--- src/rtl/hazard_ctrl_mc_if.sv ---
// Hazard-controller bundle: pipeline register addresses/enables in, forward/stall/flush controls out.
interface hazard_ctrl_mc_if #(
  parameter int unsigned REG_AW = 5
);
  logic [REG_AW-1:0] Rs1D, Rs2D, Rs1E, Rs2E;
  logic [REG_AW-1:0] RdE, RdM, RdW;
  logic              RegWriteE, RegWriteM, RegWriteW;
  logic              LoadE, PCSrcE, McOpE;
  logic [1:0]        ForwardAE, ForwardBE;
  logic              StallF, StallD, StallE;
  logic              FlushD, FlushE, FlushM;
  logic              McBusy, McStart;

  modport master (
    output Rs1D, Rs2D, Rs1E, Rs2E, RdE, RdM, RdW,
    output RegWriteE, RegWriteM, RegWriteW, LoadE, PCSrcE, McOpE,
    input  ForwardAE, ForwardBE, StallF, StallD, StallE,
    input  FlushD, FlushE, FlushM, McBusy, McStart
  );

  modport slave (
    input  Rs1D, Rs2D, Rs1E, Rs2E, RdE, RdM, RdW,
    input  RegWriteE, RegWriteM, RegWriteW, LoadE, PCSrcE, McOpE,
    output ForwardAE, ForwardBE, StallF, StallD, StallE,
    output FlushD, FlushE, FlushM, McBusy, McStart
  );
endinterface

--- src/rtl/hazard_ctrl_mc.sv ---
// Forwarding, load-use/RAW stall, branch flush and multi-cycle execute hold
// for the 5-stage pipeline. Control outputs are combinational from inputs and state.
module hazard_ctrl_mc #(
  parameter int unsigned REG_AW     = 5,
  parameter int unsigned MC_LATENCY = 4,
  parameter int unsigned CNT_W      = 3,
  parameter bit          FWD_EN     = 1'b1
) (
  input logic            clk,
  input logic            reset,
  hazard_ctrl_mc_if.slave hz
);

  localparam bit MC_EN = (MC_LATENCY > 1);
  // Number of BUSY cycles after the start cycle; total hold is MC_LATENCY-1.
  localparam int unsigned BUSY_CYC_I = (MC_LATENCY > 2) ? (MC_LATENCY - 2) : 0;
  localparam logic [CNT_W-1:0] BUSY_CYC = CNT_W'(BUSY_CYC_I);

  typedef enum logic [1:0] {IDLE, BUSY, DONE} state_e;

  state_e            state_q, state_d;
  logic [CNT_W-1:0]  cnt_q, cnt_d;

  logic       mc_start, in_busy, held;
  logic       load_use, raw_dep, dep_stall, pc_take;
  logic [1:0] fwd_a, fwd_b;

  function automatic logic [1:0] fwd_sel(input logic [REG_AW-1:0] rs,
                                         input logic [REG_AW-1:0] rd_m,
                                         input logic              we_m,
                                         input logic [REG_AW-1:0] rd_w,
                                         input logic              we_w);
    logic [1:0] sel;
    sel = 2'b00;
    if (we_m && (rd_m == rs) && (rs != '0))      sel = 2'b10;
    else if (we_w && (rd_w == rs) && (rs != '0)) sel = 2'b01;
    return sel;
  endfunction

  function automatic logic d_dep(input logic [REG_AW-1:0] rd, input logic we,
                                 input logic [REG_AW-1:0] rs1, input logic [REG_AW-1:0] rs2);
    return we && (rd != '0) && ((rd == rs1) || (rd == rs2));
  endfunction

  always_ff @(posedge clk) begin
    if (reset) begin
      state_q <= IDLE;
      cnt_q   <= '0;
    end else begin
      state_q <= state_d;
      cnt_q   <= cnt_d;
    end
  end

  // cnt_q counts remaining BUSY cycles.
  always_comb begin
    state_d = state_q;
    cnt_d   = cnt_q;
    case (state_q)
      IDLE: begin
        if (mc_start) begin
          cnt_d   = BUSY_CYC;
          state_d = (BUSY_CYC == '0) ? DONE : BUSY;
        end
      end
      BUSY: begin
        cnt_d = cnt_q - CNT_W'(1);
        if (cnt_q <= CNT_W'(1)) state_d = DONE;
      end
      DONE:    state_d = IDLE;
      default: state_d = IDLE;
    endcase
  end

  always_comb begin
    mc_start  = MC_EN && (state_q == IDLE) && hz.McOpE;
    in_busy   = (state_q == BUSY);
    held      = mc_start || in_busy;
    load_use  = d_dep(hz.RdE, hz.LoadE, hz.Rs1D, hz.Rs2D);
    raw_dep   = !FWD_EN && (d_dep(hz.RdE, hz.RegWriteE, hz.Rs1D, hz.Rs2D) ||
                            d_dep(hz.RdM, hz.RegWriteM, hz.Rs1D, hz.Rs2D) ||
                            d_dep(hz.RdW, hz.RegWriteW, hz.Rs1D, hz.Rs2D));
    dep_stall = (load_use || raw_dep) && !held;
    pc_take   = hz.PCSrcE && !in_busy;
    fwd_a     = FWD_EN ? fwd_sel(hz.Rs1E, hz.RdM, hz.RegWriteM, hz.RdW, hz.RegWriteW) : 2'b00;
    fwd_b     = FWD_EN ? fwd_sel(hz.Rs2E, hz.RdM, hz.RegWriteM, hz.RdW, hz.RegWriteW) : 2'b00;
  end

  // Reset forces a drained, flushing pipeline regardless of inputs.
  always_comb begin
    hz.ForwardAE = 2'b00;
    hz.ForwardBE = 2'b00;
    hz.StallF    = 1'b0;
    hz.StallD    = 1'b0;
    hz.StallE    = 1'b0;
    hz.FlushD    = 1'b1;
    hz.FlushE    = 1'b1;
    hz.FlushM    = 1'b1;
    hz.McBusy    = 1'b0;
    hz.McStart   = 1'b0;
    if (!reset) begin
      hz.ForwardAE = fwd_a;
      hz.ForwardBE = fwd_b;
      hz.StallF    = held || (dep_stall && !pc_take);
      hz.StallD    = held || (dep_stall && !pc_take);
      hz.StallE    = held;
      hz.FlushD    = pc_take;
      hz.FlushE    = pc_take || dep_stall;
      hz.FlushM    = held;
      hz.McBusy    = (state_q != IDLE);
      hz.McStart   = mc_start;
    end
  end

endmodule

--- src/flat_wrapper.sv ---
// flat-port wrapper written by rule: the top's interface ports become plain ports
module hazard_ctrl_mc_flat 
#(
  parameter int unsigned REG_AW     = 5,
  parameter int unsigned MC_LATENCY = 4,
  parameter int unsigned CNT_W      = 3,
  parameter bit          FWD_EN     = 1'b1
)
  (clk, reset, hz_Rs1D, hz_Rs2D, hz_Rs1E, hz_Rs2E, hz_RdE, hz_RdM, hz_RdW, hz_RegWriteE, hz_RegWriteM, hz_RegWriteW, hz_LoadE, hz_PCSrcE, hz_McOpE, hz_ForwardAE, hz_ForwardBE, hz_StallF, hz_StallD, hz_StallE, hz_FlushD, hz_FlushE, hz_FlushM, hz_McBusy, hz_McStart);
  hazard_ctrl_mc_if #(.REG_AW(REG_AW)) hz_i ();
  input logic clk;
  input logic reset;
  input wire logic [$bits(hz_i.Rs1D)-1:0] hz_Rs1D;
  input wire logic [$bits(hz_i.Rs2D)-1:0] hz_Rs2D;
  input wire logic [$bits(hz_i.Rs1E)-1:0] hz_Rs1E;
  input wire logic [$bits(hz_i.Rs2E)-1:0] hz_Rs2E;
  input wire logic [$bits(hz_i.RdE)-1:0] hz_RdE;
  input wire logic [$bits(hz_i.RdM)-1:0] hz_RdM;
  input wire logic [$bits(hz_i.RdW)-1:0] hz_RdW;
  input wire logic [$bits(hz_i.RegWriteE)-1:0] hz_RegWriteE;
  input wire logic [$bits(hz_i.RegWriteM)-1:0] hz_RegWriteM;
  input wire logic [$bits(hz_i.RegWriteW)-1:0] hz_RegWriteW;
  input wire logic [$bits(hz_i.LoadE)-1:0] hz_LoadE;
  input wire logic [$bits(hz_i.PCSrcE)-1:0] hz_PCSrcE;
  input wire logic [$bits(hz_i.McOpE)-1:0] hz_McOpE;
  output wire logic [$bits(hz_i.ForwardAE)-1:0] hz_ForwardAE;
  output wire logic [$bits(hz_i.ForwardBE)-1:0] hz_ForwardBE;
  output wire logic [$bits(hz_i.StallF)-1:0] hz_StallF;
  output wire logic [$bits(hz_i.StallD)-1:0] hz_StallD;
  output wire logic [$bits(hz_i.StallE)-1:0] hz_StallE;
  output wire logic [$bits(hz_i.FlushD)-1:0] hz_FlushD;
  output wire logic [$bits(hz_i.FlushE)-1:0] hz_FlushE;
  output wire logic [$bits(hz_i.FlushM)-1:0] hz_FlushM;
  output wire logic [$bits(hz_i.McBusy)-1:0] hz_McBusy;
  output wire logic [$bits(hz_i.McStart)-1:0] hz_McStart;
  assign hz_i.Rs1D = hz_Rs1D;
  assign hz_i.Rs2D = hz_Rs2D;
  assign hz_i.Rs1E = hz_Rs1E;
  assign hz_i.Rs2E = hz_Rs2E;
  assign hz_i.RdE = hz_RdE;
  assign hz_i.RdM = hz_RdM;
  assign hz_i.RdW = hz_RdW;
  assign hz_i.RegWriteE = hz_RegWriteE;
  assign hz_i.RegWriteM = hz_RegWriteM;
  assign hz_i.RegWriteW = hz_RegWriteW;
  assign hz_i.LoadE = hz_LoadE;
  assign hz_i.PCSrcE = hz_PCSrcE;
  assign hz_i.McOpE = hz_McOpE;
  assign hz_ForwardAE = hz_i.ForwardAE;
  assign hz_ForwardBE = hz_i.ForwardBE;
  assign hz_StallF = hz_i.StallF;
  assign hz_StallD = hz_i.StallD;
  assign hz_StallE = hz_i.StallE;
  assign hz_FlushD = hz_i.FlushD;
  assign hz_FlushE = hz_i.FlushE;
  assign hz_FlushM = hz_i.FlushM;
  assign hz_McBusy = hz_i.McBusy;
  assign hz_McStart = hz_i.McStart;
  hazard_ctrl_mc #(.REG_AW(REG_AW), .MC_LATENCY(MC_LATENCY), .CNT_W(CNT_W), .FWD_EN(FWD_EN)) u_core (.clk(clk), .reset(reset), .hz(hz_i));
endmodule
--- config.mk ---
export PLATFORM = sky130hd
export DESIGN_NAME = hazard_ctrl_mc_flat
export DESIGN_NICKNAME = d
export VERILOG_FILES = /design/src/rtl/hazard_ctrl_mc_if.sv /design/src/rtl/hazard_ctrl_mc.sv /design/src/flat_wrapper.sv
export SDC_FILE = /design/constraint.sdc
export NUM_CORES = 1
export LEC_CHECK = 0
export CORE_MARGIN = 3
export CORE_UTILIZATION = 45
export DETAILED_ROUTE_END_ITERATION = 8
export DONT_BUFFER_PORTS = 1
export PLACE_DENSITY_LB_ADDON = 0.15
export SLEW_MARGIN = 40
export SYNTH_ARGS = -nofsm -noshare
export SYNTH_HDL_FRONTEND = slang
export SYNTH_SLANG_ARGS = --single-unit
--- constraint.sdc ---
create_clock -name clk -period 3.6 [get_ports clk]
set_input_delay 1.08 -clock clk [delete_from_list [all_inputs] [get_ports clk]]
set_output_delay 1.08 -clock clk [all_outputs]
set_load 0.01 [all_outputs]
==> results.sh, run 1 <==
export IMPL_cp_slowest_cell="or4_4"
export IMPL_holdWs_ps=507.2
export IMPL_drcViolationCount=0
export IMPL_fin_crit_sh_pct=90.38
export IMPL_startpoint_type="input pin"
export IMPL_antenna_found_initial=0
export IMPL_num_antenna_cells=0
export IMPL_drive_gt1_share_pct=14.13
export IMPL_critPathKind="in -> out"
export IMPL_yosysSeqAreaShare_pct=13.61
export IMPL_end_kind="primary output"
export IMPL_cts_setup_buffers=0
export IMPL_htreeDepth=1
export IMPL_synth_compound_area_share_pct=10.37
export IMPL_fmax_mhz=307.3
export IMPL_start_util_pct=51.99
export IMPL_r2r_start="u_core.state_q[1]"
export IMPL_synthArstFlopShare_pct=0
export IMPL_grt_start_max_net_pins=15
export IMPL_synth_top_family_by_area="XOR/XNOR gates"
export IMPL_pre_cts_ws_ps=313.3
export IMPL_ir_worst_vdd_uv=103.6
export IMPL_synth_distinct_cells=29
export IMPL_syn_area_um2=735.7
export IMPL_placed_cell_area_um2=750.7
export IMPL_clk_latency_ps=240
export IMPL_track_usage_pct=17.60
export IMPL_holdCritStartpoint="u_core.cnt_q[2]"
export IMPL_rrSetupSlack_ps=2350
export IMPL_io_pins=55
export IMPL_synthXorXnorAreaFrac_pct=35.71
export IMPL_cp_cell_sequence="or4_4 > nor2_4 > nor4_2 > nor4_2"
export IMPL_rows=13
export IMPL_cp_top_family="simple AND/OR/NAND/NOR gates"
export IMPL_finalClockSkew_ps=1.410
export IMPL_wl_per_cell_um=15.41
export IMPL_netlist_instances=89
export IMPL_path_common_cell="nor4_2"
export IMPL_syn_to_final_growth_pct=5.612
export IMPL_r2r_cells=2
export IMPL_power_leakage_uw=0.0002585
export IMPL_synth_edff_count=0
export IMPL_via_per_inst=5.785
export IMPL_synth_area_leaders="xnor2_1 (19%), xor2_1 (17%), dfxtp_1 (14%), nor4_2 (6.8%), nor2_1 (4.6%)"
export IMPL_cp_data_arrival_time_ps=2170
export IMPL_routed_wl_um=1649
export IMPL_synth_simple_area_share_pct=32.31
export IMPL_worstMarginPinSlew_ps=701.7
export IMPL_grt_pass1_wl_um=2718
export IMPL_cts_resized=0
export IMPL_routabilityCongestion=0.7384
export IMPL_status="finished clean"
export IMPL_setup_tns_ps=0
export IMPL_hpwl_um=1455
export IMPL_dr_pass1_iters=2
export IMPL_final_util_pct=54.91
export IMPL_met3_usage_pct=5.078
export IMPL_fin_crit_ps=3254
export IMPL_cp_required_ps=2520
export IMPL_cp_num_buf_inv=0
export IMPL_syn_area_per_cell_um2=8.266
export IMPL_core_mm2=0.001415
export IMPL_hp_class="reg -> reg"
export IMPL_clock_root_buffer="clkbuf_4"
export IMPL_setup_viol=0
export IMPL_synthAdderAreaFrac_pct=3.401
export IMPL_yosys_register_bits=5
export IMPL_clock_path_buffers=2
export IMPL_ys_warn_count=0
export IMPL_num_vias=619
export IMPL_clock_sinks=5
export IMPL_postLayoutSetupSlackWorst_ps=346.2
export IMPL_die_h_um=46.44
export IMPL_synthMostInstantiatedCell="xnor2_1"
export IMPL_port_buffers=0
export IMPL_drt_first_iter_violations=5
export IMPL_cp_max_fo=3
export IMPL_slowest_delay_ps=530
export IMPL_cap_violations=0
export IMPL_drv_slew=0
export IMPL_synthMuxAreaShare_pct=1.531
export IMPL_synth_top_area_share_pct=19.05
export IMPL_grt_busiest_layer="met2"
export IMPL_whs_endpoint="u_core.state_q[1]"
export IMPL_grt_overflow_total=0
export IMPL_detail_route_antenna_nets=0
export IMPL_path_clk_slew_ps=40
export IMPL_cts_hold_fix_buffers=0
export IMPL_globalRouteMet2Util_pct=29.67
export IMPL_hold_depth=1
export IMPL_dieWidth_um=46.44
export IMPL_yosysTopAreaCell="xnor2_1"
export IMPL_dieArea_mm2=0.002156
export IMPL_pwr_density_cell_mw_per_mm2=262.2
export IMPL_grt_setup_unrepaired="no"
export IMPL_ys_flop_type="dfxtp_1"
export IMPL_max_slew_margin_pct=52.56
export IMPL_fin_nets=138
export IMPL_cts_tree="yes"
export IMPL_grt_pass1_vias=668
export IMPL_hold_viol_final=0
export IMPL_use_met1_pct=19.27
export IMPL_syn_num_nets=134
export IMPL_postLayoutCellArea_um2=777.0
export IMPL_reg2reg_to="u_core.state_q[0]"
export IMPL_synth_common_cells="xnor2_1 (16), xor2_1 (14), nor2_1 (9)"
export IMPL_cts_buffers=3
area by class of cell:
type | count | area [um2]
inverter | 3 | 11.26
tap | 15 | 18.77
sequential | 5 | 100.1
multi-input combinational | 79 | 613.1
clock buffer | 4 | 26.28
fill | 137 | 638.1
timing repair buffer | 1 | 7.507
placed cells by master, fill, tap and decap left out, types with 3 or more instances in the layout:
master	instances
nor2_1	9
xnor2_1	16
nand2b_1	3
dfxtp_1	5
nor4_2	4
clkbuf_4	3
inv_1	3
xor2_1	14
nand4_1	4
nor2b_1	3
report_power, final:
group | total (uW) | internal, uW | leakage [uW] | switching [uW]
clock network | 65.5 | 41.9 | 0.0000150 | 23.6
registers | 64.9 | 60.6 | 0.0000410 | 4.35
logic | 73.3 | 38.9 | 0.000202 | 34.4
total | 204 | 141 | 0.000258 | 62.3
metrics by stage:
stage	total power (uW)	instances
2_1_floorplan	131.1	89
3_3_place_gp	137.7	103
3_5_place_dp	140.2	103
4_1_cts	209.4	107
5_1_grt	223.2	107
6_report	203.7	107
registers in the layout, summed over array words and instances, names as in the netlist:
register / count
u_core.cnt_q: 3
u_core.state_q: 2
per-layer routing:
layer	vias to the layer above	routed length, um
li1	320	-
met1	263	597
met2	32	845
met3	4	182
met4	0	24
met5	-	0
worst max-delay path by stage:
stage | startpoint | end | slack, ps | cells past startpoint
floorplan | hz_RdE[1] | hz_StallF | 390 | 5
global placement | hz_Rs2E[1] | hz_ForwardBE[0] | 330 | 4
detailed placement | hz_Rs2E[1] | hz_ForwardBE[0] | 310 | 4
CTS | hz_Rs2E[1] | hz_ForwardBE[0] | 310 | 4
global route | hz_Rs2E[1] | hz_ForwardBE[0] | 270 | 4
finish | hz_Rs2E[1] | hz_ForwardBE[0] | 350 | 4
cell families after synthesis:
logic type | Yosys count
simple gates | 35
xor+xnor | 30
compound gates | 11
buf+inv | 5
flops | 5
fa+ha+maj | 2
mux | 1
(Power assumes the default switching activity.)
==> inputs of run 2 (changes only) <==
--- a/config.mk
+++ b/config.mk
@@ -7,9 +7,11 @@
 export LEC_CHECK = 0
 export CORE_MARGIN = 3
 export CORE_UTILIZATION = 45
+export CTS_CLUSTER_DIAMETER = 60
 export DETAILED_ROUTE_END_ITERATION = 8
 export DONT_BUFFER_PORTS = 1
 export PLACE_DENSITY_LB_ADDON = 0.15
+export REMOVE_ABC_BUFFERS = 1
 export SLEW_MARGIN = 40
 export SYNTH_ARGS = -nofsm -noshare
 export SYNTH_HDL_FRONTEND = slang
==> run 2 against run 1 <==
Sequential power barely moved. Via count rose by 0.97%. Hold slack got worse by 2.1 ps. Count of clock-buffer cells in the layout did not move. First-iteration DRC count fell by 40%. Clock skew rose by 2.8 ps. Register-to-register slack improved by 30 ps.
==> results.sh, run 2 (synthesis results as in run 1) <==
export IMPL_end_kind="primary output"
export IMPL_multiInputGateArea_um2=613.1
export IMPL_startpoint_type="input pin"
export IMPL_cp_max_fo=3
export IMPL_clock_path_buffers=2
export IMPL_critPathKind="in -> out"
export IMPL_dieArea_mm2=0.002156
export IMPL_cp_data_arrival_time_ps=2180
export IMPL_cts_setup_buffers=0
export IMPL_dieWidth_um=46.44
export IMPL_holdWs_ps=505.1
export IMPL_largest_reg_flops=3
export IMPL_cts_hold_fix_buffers=0
export IMPL_cts_buffers=3
export IMPL_track_usage_pct=15.31
export IMPL_via_per_inst=5.841
export IMPL_largest_register="u_core.cnt_q"
export IMPL_clock_sinks=5
export IMPL_start_util_pct=51.99
export IMPL_finalClockSkew_ps=4.216
export IMPL_cp_required_ps=2520
export IMPL_hpwl_um=1413
export IMPL_final_common_cell="xnor2_1"
export IMPL_port_buffers=0
export IMPL_reg2reg_to="u_core.cnt_q[2]"
export IMPL_drt_first_iter_violations=3
export IMPL_clock_root_buffer="clkbuf_4"
export IMPL_power_leakage_uw=0.0002585
export IMPL_core_mm2=0.001415
export IMPL_hp_class="reg -> reg"
export IMPL_final_util_pct=54.91
export IMPL_hold_viol_final=0
export IMPL_drv_slew=0
export IMPL_pwr_density_cell_mw_per_mm2=258.9
export IMPL_rrSetupSlack_ps=2380
export IMPL_holdCritStartpoint="u_core.cnt_q[2]"
export IMPL_setup_viol=0
export IMPL_fmax_mhz=307.2
export IMPL_fin_crit_sh_pct=90.43
export IMPL_wl_per_cell_um=14.50
export IMPL_num_vias=625
export IMPL_cap_violations=0
export IMPL_routed_wl_um=1551
export IMPL_drcViolationCount=0
export IMPL_cts_resized=0
export IMPL_fin_crit_ps=3256
export IMPL_htreeDepth=1
export IMPL_r2r_cells=5
export IMPL_setup_tns_ps=0
export IMPL_grt_pass1_vias=634
export IMPL_fin_nets=138
export IMPL_detail_route_antenna_nets=0
export IMPL_path_clk_slew_ps=40
export IMPL_max_slew_margin_pct=54.18
export IMPL_worstMarginPinSlew_ps=677.7
export IMPL_grt_pass1_wl_um=2380
export IMPL_die_h_um=46.44
export IMPL_top_regs="u_core.cnt_q: 3 flops, u_core.state_q: 2 flops"
export IMPL_num_antenna_cells=0
export IMPL_routabilityCongestion=0.6872
export IMPL_r2r_start="u_core.cnt_q[0]"
export IMPL_clk_latency_ps=240
export IMPL_whs_endpoint="u_core.state_q[1]"
export IMPL_hold_depth=1
export IMPL_grt_start_max_net_pins=15
export IMPL_antenna_found_initial=0
export IMPL_drive_gt1_share_pct=14.13
export IMPL_syn_to_final_growth_pct=5.612
export IMPL_grt_setup_unrepaired="no"
export IMPL_rows=13
export IMPL_cts_tree="yes"
export IMPL_regArea_um2=100.1
export IMPL_io_pins=55
export IMPL_status="finished clean"
export IMPL_grt_overflow_total=0
export IMPL_fill_cells=145
export IMPL_dr_pass1_iters=4
export IMPL_ir_worst_vdd_uv=123.7
export IMPL_final_cell_mix="xnor2_1 (16), xor2_1 (14), nor2_1 (9)"
==> run 2: through the flow <==
stage / total power, uW / setup slack (ps) / cell area, um2 / instances
finish: 201.2 / 344.3 / 777.0 / 107
global route: 219.2 / 305.6 / 777.0 / 107
CTS: 205.2 / 330.7 / 777.0 / 107
detailed placement: 139.2 / 326.5 / 750.7 / 103
global placement: 138.5 / 338.3 / 750.7 / 103
floorplan: 128.5 / 399.5 / 724.4 / 87
==> run 2: worst max path at each step <==
stage	from	end	slack, ps	depth (start not counted)
final	hz_Rs1E[1]	hz_ForwardAE[0]	340	4
after global routing	hz_Rs2E[1]	hz_ForwardBE[0]	310	4
after CTS	hz_Rs1E[1]	hz_ForwardAE[0]	330	4
after detailed placement	hz_Rs2E[1]	hz_ForwardBE[0]	330	4
after global placement	hz_Rs2E[1]	hz_ForwardBE[0]	340	4
after floorplan	hz_Rs1E[1]	hz_ForwardAE[0]	400	4
==> run 2: report_power, final <==
part           switching, uW  internal, uW
combinational           34.3          38.8
clock                   21.4          41.8
sequential              4.22          60.6
==> run 2: cell type report <==
cell class	instances	area share, %
multi-input combinational	79	78.91
sequential	5	12.88
clock buffer	4	3.382
tap	15	2.415
inverter	3	1.449
timing repair buffer	1	0.9662
==> run 2: worst max-delay path: stages <==
cell and delay (ps):
or4_4 530, nor2_4 120, nor4_2 60, nor4_2 380
==> run 2: per-layer routing <==
layer	part of all wire [%]	track usage, %
met4	0.77	6.818
met3	9.6	3.906
met1	39	17.66
met2	50	26.10
met5	0	0
==> inputs of run 3 (changes only) <==
--- a/config.mk
+++ b/config.mk
@@ -5,8 +5,10 @@
 export SDC_FILE = /design/constraint.sdc
 export NUM_CORES = 1
 export LEC_CHECK = 0
+export CELL_PAD_IN_SITES_DETAIL_PLACEMENT = 0
+export CELL_PAD_IN_SITES_GLOBAL_PLACEMENT = 1
 export CORE_MARGIN = 3
-export CORE_UTILIZATION = 45
+export CORE_UTILIZATION = 44
 export CTS_CLUSTER_DIAMETER = 60
 export DETAILED_ROUTE_END_ITERATION = 8
 export DONT_BUFFER_PORTS = 1
==> run 3 against run 2 <==
Clock power grew 0.6%. Cell count grew 0.93%. Sequential share of layout area is essentially flat. Final area grew 0.16%. Sequential power is essentially flat. Clock skew shrank 2.3 ps.
==> results.sh, run 3 (synthesis results as in run 1) <==
export IMPL_status="finished clean"
export IMPL_detail_route_antenna_nets=0
export IMPL_io_pins=55
export IMPL_power_leakage_uw=0.0002585
export IMPL_drcViolationCount=0
export IMPL_drv_slew=0
export IMPL_grt_setup_unrepaired="no"
export IMPL_htreeDepth=1
export IMPL_path_clk_slew_ps=40
export IMPL_dr_pass1_iters=4
export IMPL_cts_resized=0
export IMPL_hold_viol_final=0
export IMPL_grt_busiest_layer="met2"
export IMPL_grt_pass1_wl_um=2277
export IMPL_total_power_uw=201.5
export IMPL_antenna_found_initial=0
export IMPL_syn_to_final_growth_pct=5.782
export IMPL_met3_usage_pct=3.448
export IMPL_start_util_pct=47.73
export IMPL_cp_data_arrival_time_ps=2180
export IMPL_grt_start_max_net_pins=15
export IMPL_multiInputGateArea_um2=613.1
export IMPL_fin_crit_sh_pct=90.48
export IMPL_critPathKind="in -> out"
export IMPL_cts_tree="yes"
export IMPL_clock_root_buffer="clkbuf_4"
export IMPL_grt_overflow_total=0
export IMPL_fill_cells=153
export IMPL_setup_viol=0
export IMPL_finalClockSkew_ps=1.959
export IMPL_max_slew_margin_pct=51.98
export IMPL_cp_required_ps=2520
export IMPL_final_cell_mix="xnor2_1 (16), xor2_1 (14), nor2_1 (9)"
export IMPL_cts_hold_fix_buffers=0
export IMPL_wl_per_cell_um=14.34
export IMPL_setup_tns_ps=0
export IMPL_track_usage_pct=14.32
export IMPL_end_kind="primary output"
export IMPL_routed_wl_um=1549
export IMPL_rows=14
export IMPL_drive_gt1_share_pct=14.13
export IMPL_dieWidth_um=46.89
export IMPL_globalRouteMet2Util_pct=24.66
export IMPL_grt_pass1_vias=609
export IMPL_drt_first_iter_violations=6
export IMPL_port_buffers=0
export IMPL_fmax_mhz=307.0
export IMPL_die_h_um=46.89
export IMPL_cts_buffers=3
export IMPL_via_per_inst=5.796
export IMPL_top_regs="u_core.cnt_q: 3 flops, u_core.state_q: 2 flops"
export IMPL_clock_sinks=5
export IMPL_hp_class="reg -> reg"
export IMPL_clock_path_buffers=2
export IMPL_routabilityCongestion=0.6822
export IMPL_largest_register="u_core.cnt_q"
export IMPL_startpoint_type="input pin"
export IMPL_cts_setup_buffers=0
export IMPL_fin_crit_ps=3257
export IMPL_final_common_cell="xnor2_1"
export IMPL_dieArea_mm2=0.002199
export IMPL_hpwl_um=1398
export IMPL_fin_nets=138
export IMPL_ir_worst_vdd_uv=104.7
export IMPL_pwr_density_cell_mw_per_mm2=259.0
export IMPL_core_mm2=0.001541
export IMPL_clk_latency_ps=240
export IMPL_use_met1_pct=15.87
export IMPL_worstMarginPinSlew_ps=710.2
export IMPL_regArea_um2=100.1
export IMPL_cap_violations=0
export IMPL_num_antenna_cells=0
export IMPL_cp_max_fo=3
export IMPL_largest_reg_flops=3
export IMPL_num_vias=626
## run 3: cell counts in the layout (fill, tap and decap cells not counted)
No cell type changed its count.
## run 3: where the power goes
group / total (uW) / leakage (uW) / internal, uW / switching (uW)
clock: 63.7 / 0.0000150 / 41.8 / 21.9
sequential: 64.9 / 0.0000410 / 60.6 / 4.28
combinational: 73.0 / 0.000202 / 38.7 / 34.2
## run 3: worst paths after layout
path	startpoint	endpoint	slack, ps	cells past startpoint
min reg2reg	u_core.cnt_q[2]	u_core.state_q[1]	510	1
max reg2reg	u_core.state_q[1]	u_core.state_q[0]	2360	2
max	hz_Rs2E[1]	hz_ForwardBE[0]	340	4
min	u_core.cnt_q[2]	u_core.state_q[1]	510	1
## run 3: cell type report
| class | instances | share of cell area [%] |
|---|---|---|
| Multi-Input combinational cell | 79 | 78.78 |
| Timing Repair Buffer | 1 | 0.9646 |
| Inverter | 3 | 1.447 |
| Sequential cell | 5 | 12.86 |
| Tap cell | 16 | 2.572 |
| Clock buffer | 4 | 3.376 |
## run 3: routing by layer
metal | part of all wire (%) | routed length [um]
met5 | 0 | 0
met4 | 0.84 | 13
met3 | 9.6 | 148
met2 | 50 | 773
met1 | 40 | 614
## run 3: critical path, stage by stage
cell and delay [ps]:
or4_4 530, nor2_4 120, nor4_2 70, nor4_2 380
## run 3: metrics by stage
step                std cells  utilization [%]  setup WS, ps  area [um2]  hold WS (ps)
floorplan                  87                -         399.5       724.4         464.1
CTS                       108            50.49         333.0       778.2         503.7
global placement          104            48.78         341.1       752.0         490.0
finish                    108            50.49         342.7       778.2         506.5
detailed placement        104            48.78         333.8       752.0         497.6
global route              108            50.49         313.8       778.2         523.4
